**config.mk**
```make
export PLATFORM = sky130hd
export DESIGN_NAME = posicionador_frota
export DESIGN_NICKNAME = d
export VERILOG_FILES = /design/src/rtl/posicionador_frota.sv
export SDC_FILE = /design/constraint.sdc
export NUM_CORES = 1
export LEC_CHECK = 0
export CORE_AREA = 3 3 63 65
export DETAILED_ROUTE_END_ITERATION = 7
export DIE_AREA = 0 0 66 68
export PLACE_DENSITY_LB_ADDON = 0.1
export SYNTH_ARGS = -nofsm -noshare
export SYNTH_HDL_FRONTEND = slang
export SYNTH_SLANG_ARGS = --single-unit
export TNS_END_PERCENT = 100
```
**constraint.sdc**
```tcl
create_clock -name clk -period 6.1 [get_ports clk]
set_input_delay 1.22 -clock clk [delete_from_list [all_inputs] [get_ports clk]]
set_output_delay 1.22 -clock clk [all_outputs]
set_load 0.005 [all_outputs]
```
**src/rtl/posicionador_frota.sv**
```systemverilog
// rtl/posicionador_frota.sv - fleet placement controller for Batalha Naval
// Steps each player through direction, orientation and bow X/Y per ship, then validates and writes.
module posicionador_frota #(
  parameter int                     GRID_W       = 4,
  parameter int                     BOARD_SIZE   = 10,
  parameter int                     NUM_TYPES    = 5,
  parameter logic [3*NUM_TYPES-1:0] FLEET_COUNTS = 15'h1295,
  parameter int                     NUM_ORIENT   = 5,
  localparam int                    TYPE_W       = (NUM_TYPES > 1) ? $clog2(NUM_TYPES) : 1
) (
  input  logic              clk,
  input  logic              reset,
  input  logic              enable,
  input  logic              enter,
  input  logic              select,
  input  logic              mode,
  input  logic              conflito,
  input  logic              valida_ack,
  output logic [GRID_W-1:0] X1,
  output logic [GRID_W-1:0] Y1,
  output logic [TYPE_W-1:0] tipo,
  output logic [2:0]        qtd,
  output logic              direcao,
  output logic [2:0]        orientacao,
  output logic              jogador,
  output logic              valida,
  output logic              grava,
  output logic              erro,
  output logic              ready,
  output logic [2:0]        estado
);

  typedef enum logic [2:0] {
    IDLE    = 3'd0,
    DIRECAO = 3'd1,
    ORIENT  = 3'd2,
    DEF_X   = 3'd3,
    DEF_Y   = 3'd4,
    VALIDA  = 3'd5,
    GRAVA   = 3'd6,
    PRONTO  = 3'd7
  } state_t;

  state_t            state_q, state_d;
  logic [GRID_W-1:0] x1_q, x1_d, y1_q, y1_d;
  logic [TYPE_W-1:0] tipo_q, tipo_d;
  logic [2:0]        qtd_q, qtd_d, ori_q, ori_d;
  logic              dir_q, dir_d, jog_q, jog_d, mode_q, mode_d;
  logic              valida_q, valida_d, grava_q, grava_d, erro_q, erro_d, ready_q, ready_d;
  logic              ent_s1_q, ent_s1_d, ent_s2_q, ent_s2_d, ent_prev_q, ent_prev_d;
  logic              sel_s1_q, sel_s1_d, sel_s2_q, sel_s2_d, sel_prev_q, sel_prev_d;
  logic              ent_ev, sel_ev;
  logic [2:0]        cur_count;
  logic [3:0]        qtd_inc;

  always_comb begin
    ent_s1_d   = enter;
    ent_s2_d   = ent_s1_q;
    ent_prev_d = ent_s2_q;
    sel_s1_d   = select;
    sel_s2_d   = sel_s1_q;
    sel_prev_d = sel_s2_q;
    ent_ev     = ent_prev_q & ~ent_s2_q;
    // enter has priority: a coincident select press is dropped
    sel_ev     = sel_prev_q & ~sel_s2_q & ~ent_ev;
    cur_count  = 3'd0;
    for (int t = 0; t < NUM_TYPES; t++) begin
      if (tipo_q == TYPE_W'(t)) cur_count = FLEET_COUNTS[3*t +: 3];
    end
    qtd_inc  = {1'b0, qtd_q} + 4'd1;

    state_d  = state_q;
    x1_d     = x1_q;
    y1_d     = y1_q;
    tipo_d   = tipo_q;
    qtd_d    = qtd_q;
    ori_d    = ori_q;
    dir_d    = dir_q;
    jog_d    = jog_q;
    mode_d   = mode_q;
    valida_d = valida_q;
    grava_d  = grava_q;
    erro_d   = erro_q;
    ready_d  = ready_q;

    if (enable) begin
      grava_d = 1'b0;
      erro_d  = 1'b0;
      case (state_q)
        IDLE: begin
          state_d = DIRECAO;
          mode_d  = mode;
        end
        DIRECAO: begin
          if (ent_ev) state_d = ORIENT;
          else if (sel_ev) dir_d = ~dir_q;
        end
        ORIENT: begin
          if (ent_ev) state_d = DEF_X;
          else if (sel_ev) ori_d = (ori_q == 3'(NUM_ORIENT-1)) ? 3'd0 : ori_q + 3'd1;
        end
        DEF_X: begin
          if (ent_ev) state_d = DEF_Y;
          else if (sel_ev) x1_d = (x1_q == GRID_W'(BOARD_SIZE-1)) ? '0 : x1_q + 1'b1;
        end
        DEF_Y: begin
          if (ent_ev) begin
            state_d  = VALIDA;
            valida_d = 1'b1;
          end else if (sel_ev) begin
            y1_d = (y1_q == GRID_W'(BOARD_SIZE-1)) ? '0 : y1_q + 1'b1;
          end
        end
        VALIDA: begin
          if (valida_ack) begin
            valida_d = 1'b0;
            if (conflito) begin
              erro_d  = 1'b1;
              state_d = DEF_X;
            end else begin
              grava_d = 1'b1;
              state_d = GRAVA;
            end
          end
        end
        GRAVA: begin
          // counters advance only as GRAVA is left so the memory write sees the current ship
          state_d = DIRECAO;
          if (qtd_inc < {1'b0, cur_count}) begin
            qtd_d = qtd_inc[2:0];
          end else begin
            qtd_d = 3'd0;
            if (tipo_q != TYPE_W'(NUM_TYPES-1)) begin
              tipo_d = tipo_q + 1'b1;
            end else if (jog_q || !mode_q) begin
              state_d = PRONTO;
              ready_d = 1'b1;
            end else begin
              jog_d  = 1'b1;
              tipo_d = '0;
            end
          end
        end
        default: ;
      endcase
    end
  end

  always_ff @(posedge clk) begin
    if (!reset) begin
      state_q    <= IDLE;
      x1_q       <= '0;
      y1_q       <= '0;
      tipo_q     <= '0;
      qtd_q      <= 3'd0;
      ori_q      <= 3'd0;
      dir_q      <= 1'b0;
      jog_q      <= 1'b0;
      mode_q     <= 1'b0;
      valida_q   <= 1'b0;
      grava_q    <= 1'b0;
      erro_q     <= 1'b0;
      ready_q    <= 1'b0;
      ent_s1_q   <= 1'b1;
      ent_s2_q   <= 1'b1;
      ent_prev_q <= 1'b1;
      sel_s1_q   <= 1'b1;
      sel_s2_q   <= 1'b1;
      sel_prev_q <= 1'b1;
    end else begin
      state_q    <= state_d;
      x1_q       <= x1_d;
      y1_q       <= y1_d;
      tipo_q     <= tipo_d;
      qtd_q      <= qtd_d;
      ori_q      <= ori_d;
      dir_q      <= dir_d;
      jog_q      <= jog_d;
      mode_q     <= mode_d;
      valida_q   <= valida_d;
      grava_q    <= grava_d;
      erro_q     <= erro_d;
      ready_q    <= ready_d;
      ent_s1_q   <= ent_s1_d;
      ent_s2_q   <= ent_s2_d;
      ent_prev_q <= ent_prev_d;
      sel_s1_q   <= sel_s1_d;
      sel_s2_q   <= sel_s2_d;
      sel_prev_q <= sel_prev_d;
    end
  end

  assign X1         = x1_q;
  assign Y1         = y1_q;
  assign tipo       = tipo_q;
  assign qtd        = qtd_q;
  assign direcao    = dir_q;
  assign orientacao = ori_q;
  assign jogador    = jog_q;
  assign valida     = valida_q;
  assign grava      = grava_q;
  assign erro       = erro_q;
  assign ready      = ready_q;
  assign estado     = state_q;

endmodule

```
==> results of run 1 <==
## cell type report
type                            instances  area (um^2)  share of cell area (%)
Clock buffer                            7         65.1                    3.07
Multi-Input combinational cell        149          961                    45.3
Clock inverter                          1         5.00                   0.236
Tap cell                               46         57.6                    2.71
Inverter                               11         41.3                    1.95
Timing Repair Buffer                   33          330                    15.6
Sequential cell                        33          661                    31.2
## cell families after synthesis
logic type,synth area share [%]
xor gates and xnor gates,3.09
and+or+nand+nor,27.6
muxes,1.18
buffers and inverters,4.71
DFF,38.8
adders and majority gates,7.35
AOI/OAI and AO/OA,17.3
## metrics by stage
step	instance area [um^2]	power, mW	setup slack, ns
final	2120	0.388	3.31
after global routing	2120	0.405	3.21
after CTS	2120	0.393	3.31
after detailed placement	2050	0.253	3.01
after global placement	2050	0.252	3.04
after floorplan	1700	0.243	3.61
## report_power, final
group          internal [mW]  switching [mW]
Sequential             0.218         0.00367
Combinational         0.0115          0.0142
Clock                 0.0667          0.0738
Total                  0.297          0.0917
## state kept, by name, indices dropped and copies added (netlist names), 3 cells and up
| name | count |
|---|---|
| estado | 3 |
| Y1 | 4 |
| qtd | 3 |
| tipo | 3 |
| orientacao | 3 |
| X1 | 4 |
## per-layer routing
layer	global-route usage [%]	vias up	wire length (um)
met1	21.0	701	1720
li1	-	770	-
met2	29.0	30	1670
met3	4.11	5	131
met4	9.14	0	59
met5	0	-	0
## worst register-to-register path: cells and delay by family (launching register included)
kind | cells | cell delay [ns]
adder cells (fa/ha/maj) | 3 | 0.71
AO/OA/AOI/OAI | 2 | 0.48
flip-flops | 1 | 0.35
AND/OR/NAND/NOR | 4 | 0.66
## placed cells by master (no fill, tap or decap), types with 2 or more instances in the layout
| master | count |
|---|---|
| and2_1 | 2 |
| clkdlybuf4s50_1 | 33 |
| a31oi_1 | 6 |
| nor2b_1 | 8 |
| mux2i_1 | 2 |
| nand3b_1 | 2 |
| xor2_1 | 5 |
| nand4b_1 | 2 |
| a2bb2oi_1 | 2 |
| nand2_1 | 17 |
| a21oi_1 | 15 |
| o32ai_1 | 2 |
| and3_1 | 2 |
| nand4_1 | 3 |
| dfxtp_1 | 33 |
| clkbuf_8 | 2 |
| ha_1 | 10 |
| clkbuf_4 | 5 |
| nor2_1 | 17 |
| nand3_1 | 6 |
| o21ai_0 | 12 |
| nand2b_1 | 8 |
| nor3b_1 | 2 |
| o2bb2ai_1 | 2 |
| or3_1 | 3 |
| a211oi_1 | 2 |
| nor3_1 | 4 |
| inv_1 | 11 |
## worst paths after layout
path	startpoint	to	slack, ns	depth (start not counted)
worst max-delay path	estado[2]$_SDFFE_PN0P_	estado[2]	3.31	1
worst min-delay path	sel_s1_q$_SDFF_PN1_	sel_prev_d$_SDFF_PN1_	0.42	1
worst max register to register	tipo[0]$_SDFFE_PN0P_	tipo[0]$_SDFFE_PN0P_	3.78	9
worst min register to register	sel_s1_q$_SDFF_PN1_	sel_prev_d$_SDFF_PN1_	0.42	1
==> reports/metrics.cfg, run 1 <==
[logic_synthesis]
synth_edf_count=0
synth_area_per_cell_um2=8.47
yosys_warnings=0
synthTopCellsByArea=dfxtp_1 (39%), ha_1 (7.4%), a21oi_1 (4.4%), nand2_1 (3.8%), nor2_1 (3.8%)
synthesis.nets=219
synth_most_common_cell=dfxtp_1
yosysTopAreaCellShare_pct=38.8
ys_async_sr_fraction_pct=0
synth_top_area_cell=dfxtp_1
syn_inst=201
synth_area_mm2=0.00170
synth_cell_types=43
ys_ff_latch=33
ys.flop_type=dfxtp_1
synth_common_cells=dfxtp_1 (33), nand2_1 (17), nor2_1 (17)
synth-seq-area-share_pct=38.8

[power]
powerDensity_mw_per_mm2=183
p_leak_nw=0.786
ir_drop_mv=0.134

[setup_path]
worstPathRequired_ns=4.88
slowest_stage=dfxtp_1
worstPathArrival_ns=1.57
critPathTopFamily=flip-flops
worstSetupStartpointType=flop
critical_path.n_buffers_inverters=1
cp_cell_sequence=clkdlybuf4s50_1
crit_fanout=17
crit_type=flop to output port
max_stage_delay_ns=0.64
cp-end-kind=output port

[place]
gp_congestion=0.847
portBuffers=33
dpl.cell_count=272
post-dp-hpwl_mm=2.62

[floorplanning]
ios=34
die_y_um=68
die-area_mm2=0.00449
initial_core_util_pct=50.2
dieWidth_um=66
num_rows=21
core_area_mm2=0.00339

[clock_network]
cts-root-buf=clkbuf_4
tritoncts=built
htree_num_levels=2
cts.sinks=33
cts_hold_buffers=0
ctsResizeCount=0
clkTransAtPathRegs_ns=0.10
clk-insertion-delay-late_ns=0.34
numCtsBuffers=5
ctsLongestPathBuffers=2
post_cts_buffers=0

[cells_and_area]
drive_above_1_share_pct=5.98
num-fill-cells=322
area_delta_synth_final_pct=24.6
fin_util_pct=62.6
antenna_cells=0
final_cells=280
finalNetCount=251

[drt]
dr.first_iter.drc_count=91
ant_nets=0
drc=0
drtPass1Iterations=4
num_vias=1506
drt-total-wl_mm=3.58
wl_per_cell_um=12.8
viasPerCell=5.38

[timing]
finalClockSkew_ns=0.00835
tightest_slew_ns=0.834
slew_headroom_pct=44.3
fmax_mhz=358
drv_slew=0
period_share_pct=45.8
holdWs_ns=0.418
hold_viol_final=0
fin_tns_setup_ns=0
finalSetupViolCount=0
rsz0062_at_grt=false
fin_crit_ns=2.79

[worst_hold_path]
hold_path_class=flop to flop

[global_routing]
antenna_found_initial=0
grt_max_degree=23
grt_usage_pct=17.5
grt_overflow=0
grt_pass1_vias=1426
grt_pass1_wl_mm=6.03

[outcome]
outcome=finished clean

[flow_run]
drv_cap=0

(Power assumes the default switching activity.)
==> inputs of run 2 (changes only) <==
--- a/config.mk
+++ b/config.mk
@@ -5,9 +5,9 @@
 export SDC_FILE = /design/constraint.sdc
 export NUM_CORES = 1
 export LEC_CHECK = 0
-export CORE_AREA = 3 3 63 65
+export CORE_AREA = 3 3 65 67
 export DETAILED_ROUTE_END_ITERATION = 7
-export DIE_AREA = 0 0 66 68
+export DIE_AREA = 0 0 68 70
 export PLACE_DENSITY_LB_ADDON = 0.1
 export SYNTH_ARGS = -nofsm -noshare
 export SYNTH_HDL_FRONTEND = slang
==> constraint.sdc (replaced) <==
create_clock -name clk -period 2.4 [get_ports clk]
set_input_delay 0.48 -clock clk [delete_from_list [all_inputs] [get_ports clk]]
set_output_delay 0.48 -clock clk [all_outputs]
set_load 0.005 [all_outputs]
==> reports/metrics.cfg, run 2 (synthesis results as in run 1) <==
[floorplanning]
core_area_mm2=0.00369
ios=34
die_y_um=70
dieWidth_um=68
initial_core_util_pct=46.1
die-area_mm2=0.00476
num_rows=22

[worst_hold_path]
min_to=ent_prev_d$_SDFF_PN1_
min-delay-start=ent_s1_q$_SDFF_PN1_
min_path_cells=1
hold_path_class=flop to flop

[setup_path]
worstPathRequired_ns=2.54
crit_type=flop to flop
crit_fanout=10
r2r_end=tipo[1]$_SDFFE_PN0P_
worstPathArrival_ns=2.36
rr_startpoint=tipo[0]$_SDFFE_PN0P_
worstSetupStartpointType=flop
rr_worst_depth=9
rrSetupSlack_ns=0.18
cp-end-kind=flop

[power]
p_int_mw=0.786
powerDensity_mw_per_mm2=475
power_frac_seq_pct=54.5
power_frac_clock_pct=38.9
p_switching_mw=0.250
combPwrFrac_pct=6.6
p_leak_nw=0.800
ir_drop_mv=0.310
switching_share_pct=24.1

[clock_network]
tritoncts=built
ctsLongestPathBuffers=2
numCtsBuffers=5
htree_num_levels=2
clkTransAtPathRegs_ns=0.06
cts-root-buf=clkbuf_8
clk-insertion-delay-late_ns=0.29
cts.sinks=33

[global_routing]
grt_max_degree=23
antenna_found_initial=0
grt_pass1_vias=1418
grt_overflow=0
grt_pass1_wl_mm=6.46
grt_usage_pct=17.3

[place]
portBuffers=33
pre_cts_ws_ns=0.0903
post-dp-hpwl_mm=2.68
gp_congestion=0.784

[cells_and_area]
finalNetCount=254
drive_above_1_share_pct=8.44
num-fill-cells=333
layout_common_cells=clkdlybuf4s50_1 (33), dfxtp_1 (32), nor2_1 (17), nand2_1 (17), a21oi_1 (14)
area_delta_synth_final_pct=28.2
final_common_cell=clkdlybuf4s50_1
antenna_cells=0

[outcome]
outcome=finished clean

[timing]
rsz0062_at_grt=false
drv_slew=0
holdWs_ns=0.410
hold_viol_final=0
finalClockSkew_ns=0.00585
slew_headroom_pct=48.1
finalSetupViolCount=0
finalWorstSetupSlack_ns=0.179
period_share_pct=92.6
tightest_slew_ns=0.776
fmax_mhz=450
fin_crit_ns=2.22
fin_tns_setup_ns=0

[drt]
ant_nets=0
viasPerCell=5.43
num_vias=1548
drtPass1Iterations=4
dr.first_iter.drc_count=78
drt-total-wl_mm=3.82
wl_per_cell_um=13.4
drc=0

[flow_run]
drv_cap=0

[run 2: routing by layer]
layer  part of all wire, %  wire, um  global-route usage (%)  vias up
li1                      -         -                       -      773
met1                    48      1820                    24.1      725
met2                    46      1740                    25.7       44
met3                   5.9       224                    5.63        6
met4                  0.81        31                    3.97        0
met5                     0         0                       0        -
[run 2: worst max-delay path, stage by stage, from the launching register on]
cell,delay (ns)
dfxtp_1,0.34
ha_1,0.20
ha_1,0.19
nor2_1,0.18
nand3_1,0.11
ha_1,0.31
nand2_1,0.09
o211ai_4,0.29
nor3b_2,0.27
o32ai_1,0.10
[run 2: layout make-up]
class,instances,area (um^2),share of cell area [%]
clock inverter,3,17.5,0.803
clock buffer,5,68.8,3.16
sequential,33,662,30.4
inverter,11,41.3,1.89
timing repair buffer,36,353,16.2
multi-input combinational,149,978,44.9
tap,48,60.1,2.75
[run 2: worst max-delay path by stage]
| stage | startpoint | end | cells after the start |
|---|---|---|---|
| 6_report | tipo[0]$_SDFFE_PN0P_ | tipo[1]$_SDFFE_PN0P_ | 9 |
| 5_1_grt | tipo[0]$_SDFFE_PN0P_ | tipo[0]$_SDFFE_PN0P_ | 9 |
| 4_1_cts | tipo[0]$_SDFFE_PN0P_ | tipo[1]$_SDFFE_PN0P_ | 9 |
| 3_5_place_dp | tipo[0]$_SDFFE_PN0P_ | tipo[1]$_SDFFE_PN0P_ | 9 |
| 3_3_place_gp | enable | orientacao[0]$_SDFFE_PN0P_ | 6 |
| 2_1_floorplan | tipo[0]$_SDFFE_PN0P_ | qtd[0]$_SDFFE_PN0P_ | 9 |
[run 2: what timing repair did]
item | CTS | global route
setup endpoints to repair | 0 | 4
hold buffers | 0 | 0
buffers inserted | 0 | 0
gates resized for setup | 0 | 4
[run 2: metrics by stage]
stage	total power, mW	utilization, %	instance area, um^2	cells
after floorplan	0.617	-	1700	201
after global placement	0.645	56.3	2080	277
after detailed placement	0.645	56.3	2080	277
after CTS	1.05	58.6	2160	285
after global routing	1.09	59.1	2180	285
final	1.04	59.1	2180	285
[run 2: power by group through the flow]
stage / clock network, mW / logic, mW / registers (mW)
2_1_floorplan: 0 / 0.0451 / 0.572
5_1_grt: 0.451 / 0.0756 / 0.567
3_3_place_gp: 0 / 0.0676 / 0.577
6_report: 0.403 / 0.0684 / 0.565
3_5_place_dp: 0 / 0.0681 / 0.577
4_1_cts: 0.414 / 0.0686 / 0.565
==> inputs of run 3 (changes only) <==
--- a/config.mk
+++ b/config.mk
@@ -5,9 +5,10 @@
 export SDC_FILE = /design/constraint.sdc
 export NUM_CORES = 1
 export LEC_CHECK = 0
-export CORE_AREA = 3 3 65 67
+export CAP_MARGIN = 30
+export CORE_AREA = 3 3 77 79
 export DETAILED_ROUTE_END_ITERATION = 7
-export DIE_AREA = 0 0 68 70
+export DIE_AREA = 0 0 80 82
 export PLACE_DENSITY_LB_ADDON = 0.1
 export SYNTH_ARGS = -nofsm -noshare
 export SYNTH_HDL_FRONTEND = slang
==> reports/metrics.cfg, run 3 (synthesis results as in run 1) <==
[setup_path]
worstPathArrival_ns=2.34
max_stage_delay_ns=0.34
worst_path_most_repeated_cell=ha_1
worstPathRequired_ns=2.56
crit_type=flop to flop
cp_cell_sequence=ha_1 -> ha_1 -> nor2_1 -> nand3_1 -> ha_1 -> nand2_1 -> o211ai_4 -> nor3b_2 -> o32ai_1
slowest_stage=dfxtp_1
rr_startpoint=tipo[0]$_SDFFE_PN0P_
worstSetupStartpointType=flop
cp-end-kind=flop
rr_worst_depth=9
crit_fanout=10
crit_start=tipo[0]$_SDFFE_PN0P_

[clock_network]
numCtsBuffers=5
clkTransAtPathRegs_ns=0.07
htree_num_levels=2
tritoncts=built
ctsLongestPathBuffers=2
cts.sinks=33
cts-root-buf=clkbuf_8
clk-insertion-delay-late_ns=0.29
cts_hold_buffers=0

[worst_hold_path]
min_path_cells=1
min-delay-start=ent_s1_q$_SDFF_PN1_
hold_path_class=flop to flop

[global_routing]
grt_max_degree=17
antenna_found_initial=0
grt_pass1_vias=1445
grt_overflow=0
grt_pass1_wl_mm=6.70
grt_usage_pct=13.0

[timing]
tightest_slew_ns=0.847
slew_headroom_pct=43.4
fin_crit_ns=2.17
fin_tns_setup_ns=0
drv_slew=0
fmax_mhz=460
rsz0062_at_grt=false
period_share_pct=90.5
finalSetupViolCount=0
finalClockSkew_ns=0.00913
hold_viol_final=0

[drt]
ant_nets=0
dr.first_iter.drc_count=30
num_vias=1517
drc=0
drtPass1Iterations=4
drt-total-wl_mm=3.84
viasPerCell=4.85
wl_per_cell_um=12.3

[power]
powerDensity_mw_per_mm2=474
combPwrFrac_pct=6.6
p_int_mw=0.791
power_frac_clock_pct=40.4
switching_share_pct=25.7
p_leak_nw=0.813
ir_drop_mv=0.240
p_switching_mw=0.274
power_frac_seq_pct=53.0

[cells_and_area]
area_delta_synth_final_pct=31.9
fin_area_mm2=0.00224
finalNetCount=258
num-fill-cells=555
layout_common_cells=dfxtp_1 (33), clkdlybuf4s50_1 (33), nor2_1 (17), nand2_1 (17), a21oi_1 (14)
antenna_cells=0
drive_above_1_share_pct=9.54

[place]
post-dp-hpwl_mm=2.84
portBuffers=33
gp_congestion=0.824
place_area_mm2=0.00214

[floorplanning]
die_y_um=82
die-area_mm2=0.00656
ios=34
initial_core_util_pct=31.5
num_rows=27
dieWidth_um=80
core_area_mm2=0.00541

[flow_run]
drv_cap=0

[outcome]
outcome=finished clean

-- run 3: cell types whose count changed in the layout (fill, tap and decap cells not counted) --
cell	before	now
clkinv_2	2	0
dfxtp_1	32	33
buf_4	3	7
dfxtp_2	1	0
clkinvlp_4	1	3
-- run 3: final timing paths --
check / end / slack (ns)
min reg2reg: ent_prev_d$_SDFF_PN1_ / 0.42
max: tipo[1]$_SDFFE_PN0P_ / 0.23
max reg2reg: tipo[1]$_SDFFE_PN0P_ / 0.23
min: ent_prev_d$_SDFF_PN1_ / 0.42
-- run 3: routing by layer --
metal	routed length (um)	global-route usage (%)	up-vias
li1	-	-	781
met1	1820	16.4	701
met2	1800	21.4	30
met3	172	3.62	5
met4	42	4.56	0
met5	0	0	-
-- run 3: layout make-up --
| class | count | area, um^2 | area share (%) |
|---|---|---|---|
| clock buffer | 5 | 68.8 | 3.07 |
| clock inverter | 3 | 22.5 | 1.00 |
| inverter | 11 | 41.3 | 1.84 |
| multi-input combinational | 149 | 978 | 43.6 |
| sequential | 33 | 661 | 29.4 |
| tap | 72 | 90.1 | 4.01 |
| timing repair buffer | 40 | 383 | 17.1 |
-- run 3: worst max-delay path: cells and delay by family (launching register included) --
family                   cells  cell delay [ns]
AND/OR/NAND/NOR              4             0.63
flip-flops                   1             0.34
adder cells (fa/ha/maj)      3             0.69
AO/OA/AOI/OAI                2             0.38
-- run 3: power groups by stage --
stage,clock network [mW],logic (mW),registers (mW)
after global placement,0,0.0710,0.577
after floorplan,0,0.0451,0.572
after CTS,0.443,0.0714,0.564
after detailed placement,0,0.0709,0.577
final,0.430,0.0704,0.564
after global routing,0.471,0.0797,0.566
-- run 3: repair_timing --
item | CTS | global route
setup buffers | 0 | 0
gates resized for setup | 0 | 3
endpoints found under the setup margin | 0 | 3
hold endpoints to repair | 0 | 0
-- run 3: per-stage QoR --
| step | power, mW | worst slack [ns] | util, % | std cells | hold slack [ns] |
|---|---|---|---|---|---|
| 3_5_place_dp | 0.648 | 0.142 | 39.5 | 305 | 0.401 |
| 3_3_place_gp | 0.648 | 0.194 | 39.5 | 305 | 0.391 |
| 5_1_grt | 1.12 | 0.0451 | 41.5 | 313 | 0.436 |
| 2_1_floorplan | 0.617 | 0.353 | - | 201 | 0.386 |
| 4_1_cts | 1.08 | 0.110 | 41.2 | 313 | 0.422 |
| 6_report | 1.06 | 0.228 | 41.5 | 313 | 0.415 |
